<file path="config.mk">
export PLATFORM = sky130hd
export DESIGN_NAME = parity_frame_rx
export DESIGN_NICKNAME = d
export VERILOG_FILES = /design/src/rtl/parity_frame_rx.sv
export SDC_FILE = /design/constraint.sdc
export NUM_CORES = 1
export LEC_CHECK = 0
export ABC_AREA = 1
export CAP_MARGIN = 20
export CORE_AREA = 2 2 60 62
export DETAILED_ROUTE_END_ITERATION = 8
export DIE_AREA = 0 0 62 64
export PLACE_DENSITY_LB_ADDON = 0.05
export SLEW_MARGIN = 30
export SYNTH_ARGS = -nofsm -noshare
export SYNTH_HDL_FRONTEND = slang
export SYNTH_SLANG_ARGS = --single-unit
export TNS_END_PERCENT = 5
</file>
<file path="constraint.sdc">
create_clock -name clk -period 3.6 [get_ports clk]
set_input_delay 0.72 -clock clk [delete_from_list [all_inputs] [get_ports clk]]
set_output_delay 0.72 -clock clk [all_outputs]
set_load 0.1 [all_outputs]
</file>
<file path="src/rtl/parity_frame_rx.sv">
// rtl/parity_frame_rx.sv - serial receiver and parity/framing checker for parity-protected frames
module parity_frame_rx #(
  parameter int CLKS_PER_BIT = 4,
  parameter int DATA_BITS    = 4
) (
  input  logic                 clk,
  input  logic                 rst_n,
  input  logic                 rx,
  output logic [DATA_BITS-1:0] data_out,
  output logic                 valid,
  output logic                 parity_err,
  output logic                 frame_err,
  output logic                 busy,
  output logic                 led
);

  localparam int TW = $clog2(CLKS_PER_BIT);
  localparam int IW = $clog2(DATA_BITS + 1);

  localparam logic [TW-1:0] T_LAST = TW'(CLKS_PER_BIT - 1);
  localparam logic [TW-1:0] T_HALF = TW'(CLKS_PER_BIT / 2 - 1);
  localparam logic [IW-1:0] I_LAST = IW'(DATA_BITS - 1);

  typedef enum logic [2:0] {
    IDLE,
    START,
    DATA,
    PARITY,
    STOP,
    DONE
  } state_t;

  state_t               state;
  logic [TW-1:0]        timer;
  logic [IW-1:0]        idx;
  logic [DATA_BITS-1:0] shift;
  logic                 p_rx;
  logic                 s1;
  logic                 rs;

  // Two-flop synchronizer for the asynchronous line; resets to the idle (high) level.
  always_ff @(posedge clk or negedge rst_n) begin
    if (!rst_n) begin
      s1 <= 1'b1;
      rs <= 1'b1;
    end else begin
      s1 <= rx;
      rs <= s1;
    end
  end

  // Frame FSM: mid-bit sampling, data shift-in, and registered result outputs.
  always_ff @(posedge clk or negedge rst_n) begin
    if (!rst_n) begin
      state      <= IDLE;
      timer      <= '0;
      idx        <= '0;
      shift      <= '0;
      p_rx       <= 1'b0;
      data_out   <= '0;
      valid      <= 1'b0;
      parity_err <= 1'b0;
      frame_err  <= 1'b0;
      busy       <= 1'b0;
      led        <= 1'b0;
    end else begin
      valid <= 1'b0;
      case (state)
        IDLE: begin
          timer <= '0;
          idx   <= '0;
          if (!rs) begin
            state <= START;
            busy  <= 1'b1;
          end
        end

        START: begin
          if (timer == T_HALF) begin
            timer <= '0;
            idx   <= '0;
            if (!rs) begin
              state <= DATA;
            end else begin
              // Line went back high before mid-bit: a glitch, not a start bit.
              state <= IDLE;
              busy  <= 1'b0;
            end
          end else begin
            timer <= timer + 1'b1;
          end
        end

        DATA: begin
          if (timer == T_LAST) begin
            timer <= '0;
            // LSB-first: each new bit enters at the top and moves down.
            shift <= (shift >> 1) | (DATA_BITS'(rs) << (DATA_BITS - 1));
            if (idx == I_LAST) begin
              state <= PARITY;
            end else begin
              idx <= idx + 1'b1;
            end
          end else begin
            timer <= timer + 1'b1;
          end
        end

        PARITY: begin
          if (timer == T_LAST) begin
            timer <= '0;
            p_rx  <= rs;
            state <= STOP;
          end else begin
            timer <= timer + 1'b1;
          end
        end

        STOP: begin
          if (timer == T_LAST) begin
            // Results are loaded on entry to DONE so they appear with the valid pulse.
            timer      <= '0;
            state      <= DONE;
            valid      <= 1'b1;
            data_out   <= shift;
            parity_err <= (^shift) != p_rx;
            frame_err  <= ~rs;
            led        <= ^shift;
          end else begin
            timer <= timer + 1'b1;
          end
        end

        DONE: begin
          state <= IDLE;
          busy  <= 1'b0;
        end

        default: begin
          state <= IDLE;
          busy  <= 1'b0;
        end
      endcase
    end
  end

endmodule

</file>
Yosys cells after proc, flatten, opt, wreduce, memory -nomap -nowiden:

Index checks and enable logic that the tools add are counted.
Widths: inputs -> output; s select.

* $add $sub $neg: 2
* equal/unequal tests: 16
* mux-type cells: 21
* bitwise logic cells: 3
* reduce and logical (&&, ||, !) cells: 11

Operators with widths (number)
* $mux 3: 9
* $ne 2x2->1 const B: 8
* $pmux 3 s5: 1
* $eq 3x2->1 const B: 3
* $pmux 3 s3: 1
* $reduce_and 4->1: 2
* $mux 2: 3
* $pmux 2 s3: 1
* $reduce_and 2->1: 3
* $reduce_and 6->1: 1
* $reduce_bool 3->1: 2
* $mux 1: 5
* $or 3x4->4: 1
* $reduce_xor 4->1: 1
* $add 3x1->3 const B: 1
* $eq 3x1->1 const B: 1
* $eq 3x3->1 const B: 1
* $logic_not 3->1: 1
* $pmux 1 s3: 1
* $reduce_or 3->1: 1
* $add 2x1->2 const B: 1
* $eq 2x1->1 const B: 1
* $eq 2x2->1 const B: 1
* $not 1->1: 2
* $ne 1x1->1: 1

* register bits after elaboration: 24
* output and inout bits: 9

Depth between registers and ports, before layout:

* depth in word-level cells: 4
* depth in mapped cells: 9

Least setup slack after synthesis:

No wires, ideal clock.

* path type: register to output
* start point: register data_out[0]
* end point: output port data_out[0]
* data arrival time: 0.898 ns
* required time: 2.880 ns
* slack: 1.982 ns
* cell stages (with the launch flop): 1
* buffers on the path: 0
* cell sequence: dfrtp_1

RTL lines
* from (decl): line 9 `output logic [DATA_BITS-1:0] data_out,`
* from (signal assigned): line 125 `data_out <= shift;`

No word-level cell between the ends.

Final worst setup path:

* start point: register data_out[2]
* end point: output port data_out[2]

No word-level cell between the ends.

==> impl_metrics.json <==
{
  "drive_gt1_frac": 0.183,
  "numClockSinks": 24,
  "regToRegStartpoint": "state[1]",
  "synth_edf_count": 0,
  "syn_area_per_cell_sq_um": 8.13,
  "drc": 0,
  "critPathMaxFanout": 2,
  "area_growth_pct": 15.5,
  "leakagePower_uw": 0.000730,
  "hold_end": "rs",
  "ys.flop_type": "dfrtp_1",
  "syn-num-nets": 164,
  "fin_crit_ps": 2530,
  "dp_cells": 211,
  "cp_top_family": "buffers and inverters",
  "antenna_found_initial": 0,
  "relSlewSlack": 0.353,
  "postCtsResizedCells": 0,
  "grt_pass1_vias": 896,
  "clkLatencyLatePin_ps": 310,
  "end_kind": "output pin",
  "fin_cells": 215,
  "drv_cap": 0,
  "power.density_nw_per_um2": 647,
  "path_clk_slew_ps": 130,
  "crit_slowest_cell": "clkdlybuf4s50_1",
  "wl_per_cell_um": 10.6,
  "cts-buffers-inserted": 3,
  "final_max_slew_viol_count": 0,
  "async_flop_share": 1.00,
  "r2r-end": "parity_err",
  "setup_ws_ps": 1070,
  "layout_commonest_cell": "nand2_1",
  "numPortBuffers": 11,
  "worst_pin_slew_ps": 968,
  "ant_nets": 0,
  "ys_warn_count": 0,
  "critical_path.max_stage_delay_ps": 1130,
  "drtPass1Iterations": 5,
  "fp.dieW_um": 62,
  "finalPower_uw": 941,
  "synthCells": 155,
  "r2r_slack_ps": 2020,
  "cts_setup_buffers": 0,
  "fin_setup_tns_ps": 0,
  "max_clock_freq_mhz": 395,
  "cts.path.max_buffers": 2,
  "root_buffer": "clkbuf_4",
  "layout_common_cells": "56 x nand2_1, 22 x dfrtp_1, 15 x inv_1",
  "synth_area_sq_um": 1260,
  "critical_path_required_ps": 2880,
  "hold_path_class": "flip-flop to flip-flop",
  "synthDistinctLibCells": 21,
  "n_antenna_cell": 0,
  "ys_seq_elements": 24,
  "setup_viol": 0,
  "vias_per_cell": 4.55,
  "dr_total_vias": 979,
  "core-area_sq_um": 3280,
  "pre_cts_ws_ps": 1410,
  "holdBufCountCts": 0,
  "grt_max_degree": 16,
  "placed_cell_area_sq_um": 1420,
  "rsz0062_at_grt": "false",
  "max-vdd-ir-drop_mv": 0.323,
  "finalNetCount": 179,
  "path_cells": "clkdlybuf4s50_1",
  "dieArea_sq_um": 3970,
  "cts_tree": "yes",
  "fp.dieH_um": 64,
  "stdcell_area_sq_um": 1460,
  "hold_depth": 0,
  "wirelength_mm": 2.29,
  "skew_ps": 6.64,
  "arrival_ps": 1810,
  "grt_pass1_wl_mm": 4.00,
  "cts-htree-levels": 1,
  "status": "finished, final reports clean",
  "track_usage": 0.135,
  "finalHoldViolCount": 0,
  "drt-initial-drc-count": 47,
  "fin_crit_sh": 0.703,
  "path_buf_inv": 1,
  "min_from": "s1",
  "yosysSeqAreaShare": 0.479,
  "dp_hpwl_mm": 1.79,
  "grt-ovfl-total": 0,
  "rows": 21,
  "startpoint_type": "flip-flop",
  "gp_congestion": 0.850,
  "reg2reg_depth": 5,
  "ios": 12,
  "start_util": 0.384,
  "crit_type": "flip-flop to output pin"
}
## flip-flops by register name, summed over array words and instances (netlist names)
signal,count
idx,3
rs,1
busy,1
p_rx,1
s1,1
state,3
parity_err,1
timer,2
led,1
data_out,4
valid,1
shift,4
frame_err,1
## synth_stat cells, types with 2 or more instances
cell	number	area share
o21ai_0	5	0.020
ha_1	6	0.060
nor2_2	3	0.015
dfstp_2	2	0.042
dfrtp_1	22	0.44
nand2_1	56	0.17
nand2_2	4	0.020
nand3_1	13	0.052
o21ai_2	8	0.056
inv_2	6	0.018
inv_1	15	0.045
nor2_1	6	0.018
## power breakdown
part / switching, uW / total, uW / internal (uW)
logic: 298 / 429 / 131
registers: 56.0 / 372 / 316
clock network: 78.6 / 140 / 61.7
total: 432 / 941 / 509
## per-stage QoR
stage / hold WS (ps) / util
2_1_floorplan: 345 / -
3_3_place_gp: 347 / 0.432
3_5_place_dp: 351 / 0.432
4_1_cts: 372 / 0.443
5_1_grt: 376 / 0.443
6_report: 370 / 0.443
## how the worst max path moves through the flow
stage	start	end	slack, ps	depth (start not counted)
floorplan	data_out[0]	data_out[0]	1980	0
global placement	busy	busy	1430	1
detailed placement	led	led	1410	1
CTS	data_out[2]	data_out[2]	1050	1
global route	led	led	980	1
finish	data_out[2]	data_out[2]	1070	1
## per-layer routing
| layer | up-vias | GRT usage | routed length [um] |
|---|---|---|---|
| li1 | 514 | - | - |
| met1 | 457 | 0.187 | 1130 |
| met2 | 6 | 0.212 | 1100 |
| met3 | 2 | 0.0243 | 46 |
| met4 | 0 | 0.0399 | 20 |
| met5 | - | 0 | 0 |
## area by class of cell
type                    instances  area, sq um
well taps                      46         57.6
fillers                       333         1830
flip-flops and latches         24          603
inverters                      21         78.8
multi-input cells             107          554
repair buffers                 13          125
clock buffers                   4         36.3
## logic make-up (layout without fill, tap and decap cells)
logic type      after synthesis  after routing  synth area share
flops                        24             24             0.479
fa+ha+maj                     6              6            0.0596
buf+inv                      24             38            0.0814
compound gates               17             17            0.0963
simple gates                 84             84             0.284
(Power assumes the default switching activity.)
